**src/rtl/apb_master_mux_pkg.sv**
```systemverilog
// Shared types and widths for the APB master bridge: FSM state, response record,
// default widths and a helper that sizes the slave index field.
package apb_pkg;

  typedef enum logic [1:0] {
    IDLE   = 2'd0,
    SETUP  = 2'd1,
    ACCESS = 2'd2
  } state_t;

  localparam int DW_MAX   = 32;
  localparam int NSLV_DEF = 4;
  localparam int DW_DEF   = 32;
  localparam int SELW     = $clog2(NSLV_DEF);
  localparam int STRBW    = DW_DEF / 8;

  typedef struct packed {
    logic [DW_MAX-1:0] rdata;
    logic              err;
  } rsp_t;

  // A single slave still needs a 1-bit index to keep vector declarations legal.
  function automatic int sel_width(input int n);
    return (n > 1) ? $clog2(n) : 1;
  endfunction

endpackage

```
**src/rtl/apb_master_mux_if.sv**
```systemverilog
// Command/response and APB segment signals of the APB master bridge.
// The master modport is the bridge's view; slave is the command source / peripheral view.
interface apb_master_mux_if #(
  parameter int AW   = 32,
  parameter int DW   = 32,
  parameter int NSLV = 4
);
  localparam int STRBW = DW / 8;

  logic               cmd_valid;
  logic               cmd_ready;
  logic               cmd_write;
  logic [AW-1:0]      cmd_addr;
  logic [DW-1:0]      cmd_wdata;
  logic [STRBW-1:0]   cmd_strb;
  logic               rsp_valid;
  logic [DW-1:0]      rsp_rdata;
  logic               rsp_err;
  logic [NSLV-1:0]    PSEL;
  logic               PENABLE;
  logic               PWRITE;
  logic [AW-1:0]      PADDR;
  logic [DW-1:0]      PWDATA;
  logic [STRBW-1:0]   PSTRB;
  logic [NSLV-1:0]    PREADY;
  logic [NSLV*DW-1:0] PRDATA;
  logic [NSLV-1:0]    PSLVERR;

  modport master (
    input  cmd_valid, cmd_write, cmd_addr, cmd_wdata, cmd_strb,
    input  PREADY, PRDATA, PSLVERR,
    output cmd_ready, rsp_valid, rsp_rdata, rsp_err,
    output PSEL, PENABLE, PWRITE, PADDR, PWDATA, PSTRB
  );

  modport slave (
    output cmd_valid, cmd_write, cmd_addr, cmd_wdata, cmd_strb,
    output PREADY, PRDATA, PSLVERR,
    input  cmd_ready, rsp_valid, rsp_rdata, rsp_err,
    input  PSEL, PENABLE, PWRITE, PADDR, PWDATA, PSTRB
  );

endinterface

```
**src/rtl/apb_master_mux_decode.sv**
```systemverilog
// Combinational address decode: slave index field -> one-hot select plus an
// out-of-range flag for indices that have no slave behind them.
module apb_slave_decode
  import apb_pkg::*;
#(
  parameter int AW      = 32,
  parameter int NSLV    = 4,
  parameter int SLV_LSB = 12
) (
  input  logic [AW-1:0]   addr,
  output logic [NSLV-1:0] sel,
  output logic            dec_err
);
  localparam int IW = sel_width(NSLV);

  logic [IW-1:0] idx;
  logic          unused_addr_bits;

  if (NSLV > 1) begin : g_multi
    assign idx = addr[SLV_LSB +: IW];
  end else begin : g_single
    assign idx = '0;
  end

  assign unused_addr_bits = ^addr;

  always_comb begin
    sel = '0;
    for (int i = 0; i < NSLV; i++) sel[i] = (idx == IW'(i));
    dec_err = ~|sel;
  end

endmodule

```
**src/rtl/apb_master_mux.sv**
```systemverilog
// APB master bridge: valid/ready commands -> SETUP/ACCESS transfers on NSLV slaves.
// Optional ACCESS timeout abort is enabled by defining APB_MASTER_TIMEOUT_EN.
module apb_master_mux
  import apb_pkg::*;
#(
  parameter int AW      = 32,
  parameter int DW      = 32,
  parameter int NSLV    = 4,
  parameter int SLV_LSB = 12,
  parameter int TO_CYC  = 256
) (
  input  logic                PCLK,
  input  logic                PRESETn,
  apb_master_mux_if.master    bus
);
  localparam int SW = DW / 8;

  state_t          state_q, state_d;
  logic [NSLV-1:0] dec_sel, sel_q;
  logic            dec_err, accept, pready_sel, pslverr_sel, timeout;
  logic [DW-1:0]   prdata_sel;
  logic [AW-1:0]   addr_q;
  logic [DW-1:0]   wdata_q;
  logic [SW-1:0]   strb_q;
  logic            write_q;
  logic            rsp_valid_q;
  rsp_t            rsp_q;

  apb_slave_decode #(.AW(AW), .NSLV(NSLV), .SLV_LSB(SLV_LSB)) u_decode (
    .addr    (bus.cmd_addr),
    .sel     (dec_sel),
    .dec_err (dec_err)
  );

  assign accept = bus.cmd_valid && (state_q == IDLE);

  // Only the selected slave's response lines are observed.
  always_comb begin
    prdata_sel = '0;
    for (int i = 0; i < NSLV; i++)
      if (sel_q[i]) prdata_sel = prdata_sel | bus.PRDATA[i*DW +: DW];
  end
  assign pready_sel  = |(bus.PREADY & sel_q);
  assign pslverr_sel = |(bus.PSLVERR & sel_q);

`ifdef APB_MASTER_TIMEOUT_EN
  localparam int TW = $clog2(TO_CYC + 1);
  logic [TW-1:0] to_cnt_q;

  // PREADY in the final counted cycle still completes the transfer normally.
  assign timeout = (state_q == ACCESS) && !pready_sel && (to_cnt_q == TW'(TO_CYC - 1));

  always_ff @(posedge PCLK or negedge PRESETn) begin
    if (!PRESETn)                              to_cnt_q <= '0;
    else if (state_q == SETUP)                 to_cnt_q <= '0;
    else if (state_q == ACCESS && !pready_sel) to_cnt_q <= to_cnt_q + 1'b1;
  end
`else
  localparam int to_cyc_unused = TO_CYC;
  assign timeout = 1'b0;
`endif

  always_ff @(posedge PCLK or negedge PRESETn) begin
    if (!PRESETn) state_q <= IDLE;
    else          state_q <= state_d;
  end

  always_comb begin
    state_d = state_q;
    case (state_q)
      IDLE:    if (accept && !dec_err) state_d = SETUP;
      SETUP:   state_d = ACCESS;
      ACCESS:  if (pready_sel || timeout) state_d = IDLE;
      default: state_d = IDLE;
    endcase
  end

  always_comb begin
    bus.cmd_ready = (state_q == IDLE);
    bus.PSEL      = (state_q == IDLE) ? '0 : sel_q;
    bus.PENABLE   = (state_q == ACCESS);
  end

  // Transfer attributes are frozen at acceptance and held through IDLE.
  always_ff @(posedge PCLK or negedge PRESETn) begin
    if (!PRESETn) begin
      addr_q  <= '0;
      wdata_q <= '0;
      strb_q  <= '0;
      write_q <= 1'b0;
      sel_q   <= '0;
    end else if (accept && !dec_err) begin
      addr_q  <= bus.cmd_addr;
      wdata_q <= bus.cmd_wdata;
      strb_q  <= bus.cmd_write ? bus.cmd_strb : '0;
      write_q <= bus.cmd_write;
      sel_q   <= dec_sel;
    end
  end

  always_ff @(posedge PCLK or negedge PRESETn) begin
    if (!PRESETn) begin
      rsp_valid_q <= 1'b0;
      rsp_q       <= '0;
    end else begin
      rsp_valid_q <= 1'b0;
      if (accept && dec_err) begin
        rsp_valid_q <= 1'b1;
        rsp_q       <= '{rdata: '0, err: 1'b1};
      end else if (state_q == ACCESS && pready_sel) begin
        rsp_valid_q <= 1'b1;
        rsp_q.rdata <= (write_q || pslverr_sel) ? '0 : DW_MAX'(prdata_sel);
        rsp_q.err   <= pslverr_sel;
      end else if (timeout) begin
        rsp_valid_q <= 1'b1;
        rsp_q       <= '{rdata: '0, err: 1'b1};
      end
    end
  end

  assign bus.rsp_valid = rsp_valid_q;
  assign bus.rsp_rdata = rsp_q.rdata[DW-1:0];
  assign bus.rsp_err   = rsp_q.err;
  assign bus.PADDR     = addr_q;
  assign bus.PWDATA    = wdata_q;
  assign bus.PSTRB     = strb_q;
  assign bus.PWRITE    = write_q;

endmodule
```
**src/flat_wrapper.sv**
```systemverilog
// flat-port wrapper written by rule: the top's interface ports become plain ports
module apb_master_mux_flat import apb_pkg::*;
#(
  parameter int AW      = 32,
  parameter int DW      = 32,
  parameter int NSLV    = 4,
  parameter int SLV_LSB = 12,
  parameter int TO_CYC  = 256
)
  (PCLK, PRESETn, bus_cmd_valid, bus_cmd_write, bus_cmd_addr, bus_cmd_wdata, bus_cmd_strb, bus_PREADY, bus_PRDATA, bus_PSLVERR, bus_cmd_ready, bus_rsp_valid, bus_rsp_rdata, bus_rsp_err, bus_PSEL, bus_PENABLE, bus_PWRITE, bus_PADDR, bus_PWDATA, bus_PSTRB);
  apb_master_mux_if #(.AW(AW), .DW(DW), .NSLV(NSLV)) bus_i ();
  input  logic PCLK;
  input  logic PRESETn;
  input wire logic [$bits(bus_i.cmd_valid)-1:0] bus_cmd_valid;
  input wire logic [$bits(bus_i.cmd_write)-1:0] bus_cmd_write;
  input wire logic [$bits(bus_i.cmd_addr)-1:0] bus_cmd_addr;
  input wire logic [$bits(bus_i.cmd_wdata)-1:0] bus_cmd_wdata;
  input wire logic [$bits(bus_i.cmd_strb)-1:0] bus_cmd_strb;
  input wire logic [$bits(bus_i.PREADY)-1:0] bus_PREADY;
  input wire logic [$bits(bus_i.PRDATA)-1:0] bus_PRDATA;
  input wire logic [$bits(bus_i.PSLVERR)-1:0] bus_PSLVERR;
  output wire logic [$bits(bus_i.cmd_ready)-1:0] bus_cmd_ready;
  output wire logic [$bits(bus_i.rsp_valid)-1:0] bus_rsp_valid;
  output wire logic [$bits(bus_i.rsp_rdata)-1:0] bus_rsp_rdata;
  output wire logic [$bits(bus_i.rsp_err)-1:0] bus_rsp_err;
  output wire logic [$bits(bus_i.PSEL)-1:0] bus_PSEL;
  output wire logic [$bits(bus_i.PENABLE)-1:0] bus_PENABLE;
  output wire logic [$bits(bus_i.PWRITE)-1:0] bus_PWRITE;
  output wire logic [$bits(bus_i.PADDR)-1:0] bus_PADDR;
  output wire logic [$bits(bus_i.PWDATA)-1:0] bus_PWDATA;
  output wire logic [$bits(bus_i.PSTRB)-1:0] bus_PSTRB;
  assign bus_i.cmd_valid = bus_cmd_valid;
  assign bus_i.cmd_write = bus_cmd_write;
  assign bus_i.cmd_addr = bus_cmd_addr;
  assign bus_i.cmd_wdata = bus_cmd_wdata;
  assign bus_i.cmd_strb = bus_cmd_strb;
  assign bus_i.PREADY = bus_PREADY;
  assign bus_i.PRDATA = bus_PRDATA;
  assign bus_i.PSLVERR = bus_PSLVERR;
  assign bus_cmd_ready = bus_i.cmd_ready;
  assign bus_rsp_valid = bus_i.rsp_valid;
  assign bus_rsp_rdata = bus_i.rsp_rdata;
  assign bus_rsp_err = bus_i.rsp_err;
  assign bus_PSEL = bus_i.PSEL;
  assign bus_PENABLE = bus_i.PENABLE;
  assign bus_PWRITE = bus_i.PWRITE;
  assign bus_PADDR = bus_i.PADDR;
  assign bus_PWDATA = bus_i.PWDATA;
  assign bus_PSTRB = bus_i.PSTRB;
  apb_master_mux #(.AW(AW), .DW(DW), .NSLV(NSLV), .SLV_LSB(SLV_LSB), .TO_CYC(TO_CYC)) u_core (.PCLK(PCLK), .PRESETn(PRESETn), .bus(bus_i));
endmodule
```
**config.mk**
```make
export PLATFORM = sky130hd
export DESIGN_NAME = apb_master_mux_flat
export DESIGN_NICKNAME = d
export VERILOG_FILES = /design/src/rtl/apb_master_mux_pkg.sv /design/src/rtl/apb_master_mux_if.sv /design/src/rtl/apb_master_mux_decode.sv /design/src/rtl/apb_master_mux.sv /design/src/flat_wrapper.sv
export SDC_FILE = /design/constraint.sdc
export NUM_CORES = 1
export LEC_CHECK = 0
export BUFFER_PORTS_ARGS = -buffer_cell sky130_fd_sc_hd__buf_2
export CORE_MARGIN = 4
export CORE_UTILIZATION = 39
export DETAILED_ROUTE_END_ITERATION = 8
export PLACE_DENSITY = 0.77
export SYNTH_ARGS = -nofsm -noshare
export SYNTH_HDL_FRONTEND = slang
export SYNTH_SLANG_ARGS = --single-unit
export TNS_END_PERCENT = 100
```
**constraint.sdc**
```tcl
create_clock -name PCLK -period 1.4 [get_ports PCLK]
set_input_delay 0.07 -clock PCLK [delete_from_list [all_inputs] [get_ports PCLK]]
set_output_delay 0.07 -clock PCLK [all_outputs]
set_load 0.005 [all_outputs]
```
== After elaboration in Yosys (flattened, before gate mapping) ==
Index checks and enable logic that the tools add are counted.

* Register bits after elaboration: 109
* Bits of input ports: 208
* Output and inout bits: 109
* Word-level logic and storage cells: 48

* Eq/ne operators: 7
* Muxes and demuxes: 14
* Bitwise operators: 5
* Reductions and logical operators: 13

{| class="wikitable"
|+ Operators by type and width
! cell !! number
|-
| $mux W32 || 5
|-
| $or A32 B32 Y32 || 3
|-
| $mux W33 || 2
|-
| $reduce_or A4 Y1 || 3
|-
| $and A4 B4 Y4 || 2
|-
| $mux W4 || 2
|-
| $eq A2 B2 Y1 const B || 3
|-
| $pmux W2 S3 || 1
|-
| $eq A2 B1 Y1 const B || 2
|-
| $logic_and A1 B1 Y1 || 4
|-
| $logic_not A2 Y1 || 2
|-
| $mux W2 || 2
|-
| $ne A2 B1 Y1 const B || 2
|-
| $mux W1 || 2
|-
| $reduce_and A2 Y1 || 1
|-
| $reduce_bool A2 Y1 || 1
|-
| $logic_not A1 Y1 || 1
|-
| $logic_or A1 B1 Y1 || 1
|}

== Longest topological paths before layout ==
* Word-level depth: 10
* Gate-level depth with buffers: 6
* Gate-level depth less buffers: 4

== Cells and area by module ==
From an unflattened synthesis, not the netlist that was laid out.

* Cell total of the unflattened synthesis: 380
* Area, all modules: 4878.4 sq um

{| class="wikitable"
|+ By module, submodules not included
! module !! times used !! cells an instance !! area each (sq um) !! seq. area each (sq um)
|-
| apb_master_mux || 1 || 374 || 4840.9 || 2727.6
|-
| apb_slave_decode || 1 || 6 || 37.5 || 0.0
|}

== Least setup slack after synthesis ==
OpenSTA, ideal clock, no wires.

* Path type: flip-flop to flip-flop
* From: reg u_core.state_q[0]
* To: reg u_core.addr_q[0] (netlist: u_core.bus.PADDR[0])
* Setup time: 125 ps
* Data arrival time: 1340 ps
* Data required time: 1275 ps
* Setup slack: -65 ps
* Stages on the path, launching flop included: 5
* Path buffers: 2
* Clock period less this slack: 1465 ps
* Cell sequence: dfrtp_1 -> or3b_1 -> buf_6 -> buf_6 -> mux2_4

* Word-level cells in the longest chain between the ends: 3

{| class="wikitable"
|+ Ends and longest elaborated chain
! what !! line !! RTL
|-
| from (decl) || apb_master_mux.sv:18 || <nowiki>state_t state_q, state_d;</nowiki>
|-
| from (signal assigned) || apb_master_mux.sv:65 || <nowiki>else state_q <= state_d;</nowiki>
|-
| $logic_not A2 Y1 || apb_master_mux.sv:35 || <nowiki>assign accept = bus.cmd_valid && (state_q == IDLE);</nowiki>
|-
| $logic_and A1 B1 Y1 || apb_master_mux.sv:35 ||
|-
| $logic_and A1 B1 Y1 || apb_master_mux.sv:92 || <nowiki>end else if (accept && !dec_err) begin</nowiki>
|-
| to (signal assigned) || apb_master_mux.sv:93 || <nowiki>addr_q <= bus.cmd_addr;</nowiki>
|-
| to (decl) || apb_master_mux.sv:22 || <nowiki>logic [AW-1:0] addr_q;</nowiki>
|}

No other way between the ends.
A chain may end at the register's enable or synchronous reset.

== Worst setup path in the final report ==
* From: reg u_core.state_q[1]
* To: reg u_core.addr_q[27] (netlist: u_core.bus.PADDR[27])

The elaborated chain is that of the path after synthesis.

==> reports/results.tsv <==
stage	metric	value	unit
pwr	Worst IR Drop VDD	1.02	mV
synth	Post-synth EDFFs	0	
layout	multi-input gate area in the final layout	2190	µm²
layout	antenna diode instance count	0	
pwr	net switching power figure	5.44	mW
floorplanning	Die Outline Area	15000	µm²
sta	post-layout min period	1540	ps
hold_path	Hold Path Class	in -> reg	
critical_path	Data arrival, critical path	1770	ps
clock_tree	later-pin clock latency in the skew report	340	ps
sta	minimum hold slack	20.9	ps
critical_path	critical path startpoint category	flop	
clock_tree	Num CTS Buffers	9	
sta	Final Cycle Share	110	%
clock_tree	clock-pin slew on the worst setup and hold paths	80	ps
global_routing	antenna violations before repair	0	
pwr	relative contribution of the clock network to total power	16.0	%
sta	hold violation count in the final report	0	
layout	Filler Cells Inserted	999	
clock_tree	buffer depth of the longest clock path	2	
global_routing	vias in the first global route	5370	
clock_tree	Sinks on Clock Net	109	
sta	clock tree skew after final layout	9.22	ps
critical_path	kind of critical path	reg -> reg	
global_routing	wire length of the first global-routing pass	27400	µm
floorplanning	starting utilization of the core area	40.0	%
synth	Synth Net Count	590	
layout	layout cell share with drive strength beyond 1	57.8	%
critical_path	CP Max Fanout	23	
pwr	leakage dissipation	4.32	nW
synth	synthesized area per cell	13.3	µm²
synth	combined area of all synthesized cells	5090	µm²
sta	setup repair after global routing missed its margin	yes	
drt	vias per inst	5.13	
pwr	cell-internal power	10.2	mW
synth	Yosys Warn Count	0	
place	final estimated routing congestion in global placement	0.794	
critical_path	worst endpoint required time	1630	ps
pwr	portion of total power attributed to combinational logic	48.6	%
synth	number of cells produced by synthesis	382	
drt	drt wl/cell	19.3	µm
global_routing	largest net degree at the start of global routing	68	
sta	slew at the pin closest to its max-slew limit	363	ps
drt	count of nets left with antenna violations after detail routing	0	
drt	DRC violation count after routing	0	
drt	total via count after detailed routing	4896	
drt	Initial DRC Count	222	
floorplanning	height of the die	122	µm
global_routing	total overflow reported by the global router	0	
synth	portion of the post-synthesis area used by sequential elements	53.5	%
clock_tree	CTS tree	yes	
layout	storage element area	2730	µm²
drt	DR pass1 iterations	4	
synth	async set or reset register ratio after synthesis	100	%
clock_tree	CTS Root Cell	sky130_fd_sc_hd__clkbuf_16	
sta	Max transition margin	75.8	%
pwr	power density over the cells	1920	nW/µm²
pwr	net switching share of the total power	34.8	%
sta	fmax	648	MHz
sta	least setup slack across all paths after layout	-143	ps
floorplanning	# rows	41	
critical_path	Critical Path End Type	flop	
pwr	share of power burned in registers	35.4	%
sta	max-slew violation count	0	
synth	prevailing post-synth register cell	sky130_fd_sc_hd__dfrtp_1	
place	HPWL Detailed	12800	µm
global_routing	Global Route Usage Sum	23.6	%
drt	wire length after detailed routing	18400	µm
outcome	run status	finished, violations left	
layout	number of nets at the end of the flow	985	
place	buffers added on ports	316	
synth	FF+latch count, synth	109	
floorplanning	Die Span X	122	µm
job	maxcap violations	0	
floorplanning	area inside the core boundary	12700	µm²
sta	final-report setup violation count	101	
outcome	violations in the final reports	negative setup slack	
clock_tree	CTS HTree Levels	3	
floorplanning	I/O pin count	317	
sta	aggregate negative setup slack	-9790	ps
layout	growth of design area from synthesis to finish	59.5	%
synth	Yosys cell types	27	
sequential cells by signal, indices dropped and copies added, names as in the netlist, 2 cells and up:
register              cells
u_core.bus.rsp_rdata     32
u_core.bus.PSTRB          4
u_core.sel_q              4
u_core.state_q            2
u_core.bus.PADDR         32
u_core.bus.PWDATA        32
final cells by class:
type | instances | area share (%)
clock buffers | 12 | 3.16
clock inverters | 4 | 0.462
inverters | 5 | 0.231
multi-input cells | 233 | 27.0
flip-flops and latches | 109 | 33.6
well taps | 172 | 2.65
repair buffers | 419 | 32.9
layer usage:
| metal | vias to the layer above | wire [µm] | global-route usage, % |
|---|---|---|---|
| met5 | - | 0 | 0 |
| met4 | 0 | 531 | 9.45 |
| met3 | 41 | 1420 | 4.52 |
| li1 | 2221 | - | - |
| met1 | 2376 | 6830 | 27.1 |
| met2 | 258 | 9600 | 43.1 |
logic make-up after synthesis:
family	synth area share [%]
AO/OA/AOI/OAI	18.1
buffers and inverters	4.62
multiplexers	19.2
flip-flops	53.5
AND/OR/NAND/NOR	4.57
cell usage after synthesis (all sizes together), types with 3 or more instances:
library cell | instances | area, µm²
nand2b | 3 | 18.8
dfrtp | 109 | 2730
o21ai | 8 | 40.0
buf | 32 | 205
mux2 | 65 | 968
nor2b | 4 | 25.0
a32o | 31 | 310
a22o | 3 | 26.3
nand2 | 44 | 165
inv | 5 | 18.8
a22oi | 66 | 505
clkbuf | 3 | 11.3
power by group through the flow:
stage | clock network (mW) | logic (mW) | registers, mW
2_1_floorplan | 0 | 3.99 | 5.43
3_3_place_gp | 0 | 6.68 | 5.44
3_5_place_dp | 0 | 6.97 | 5.46
4_1_cts | 2.57 | 7.37 | 5.47
5_1_grt | 2.69 | 8.19 | 5.67
6_report | 2.50 | 7.59 | 5.53
metrics by stage:
stage               setup WS (ps)  util (%)  std cells  area [µm²]  power (mW)
floorplan                   -64.8         -        382        5090        9.43
global placement             -146      54.4        860        6920        12.1
detailed placement           -162      54.4        860        6920        12.4
CTS                          -119      63.1        951        8020        15.4
global route                 -170      63.9        954        8130        16.5
finish                       -143      63.9        954        8130        15.6
timing repair:
action / CTS / global route
endpoints found under the setup margin: 104 / 110
gates cloned: 1 / 1
setup buffers: 7 / 2
hold buffers: 67 / 0
pin swaps: 3 / 2
resized for setup: 19 / 15
endpoints found under the hold margin: 87 / 0
layout by cell type (no fill, tap or decap), drive strengths merged:
cell type	instances
a211oi	1
a21o	1
a22o	3
a22oi	66
a32o	31
and2	1
buf	351
clkbuf	13
clkinv	1
dfrtp	109
dlygate4sd3	67
inv	8
mux2	65
mux2i	1
nand2	44
nand2b	3
nand3	1
nor2	1
nor2b	4
o211a	1
o21ai	8
o31ai	1
or3b	1
worst paths after layout:
path	start	end	slack, ps	cells after the start
max	u_core.state_q[1]$_DFFE_PN0P_	u_core.bus.PADDR[27]$_DFFE_PN0P_	-140	3
min	bus_cmd_strb[3]	u_core.bus.PSTRB[3]$_DFFE_PN0P_	20	3
max reg2reg	u_core.state_q[1]$_DFFE_PN0P_	u_core.bus.PADDR[27]$_DFFE_PN0P_	-140	3
min reg2reg	u_core.bus.rsp_rdata[12]$_DFFE_PN0P_	u_core.bus.rsp_rdata[12]$_DFFE_PN0P_	490	1
max in group asynchronous	PRESETn	u_core.bus.PWDATA[19]$_DFFE_PN0P_	580	3
min in group asynchronous	PRESETn	u_core.bus.PWDATA[2]$_DFFE_PN0P_	160	2
critical path, stage by stage (launching register included):
cell	delay, ps
sky130_fd_sc_hd__dfrtp_1	410
sky130_fd_sc_hd__or3b_4	460
sky130_fd_sc_hd__clkbuf_16	240
sky130_fd_sc_hd__mux2_4	310
Note: power is estimated with default switching activity, not from simulation.
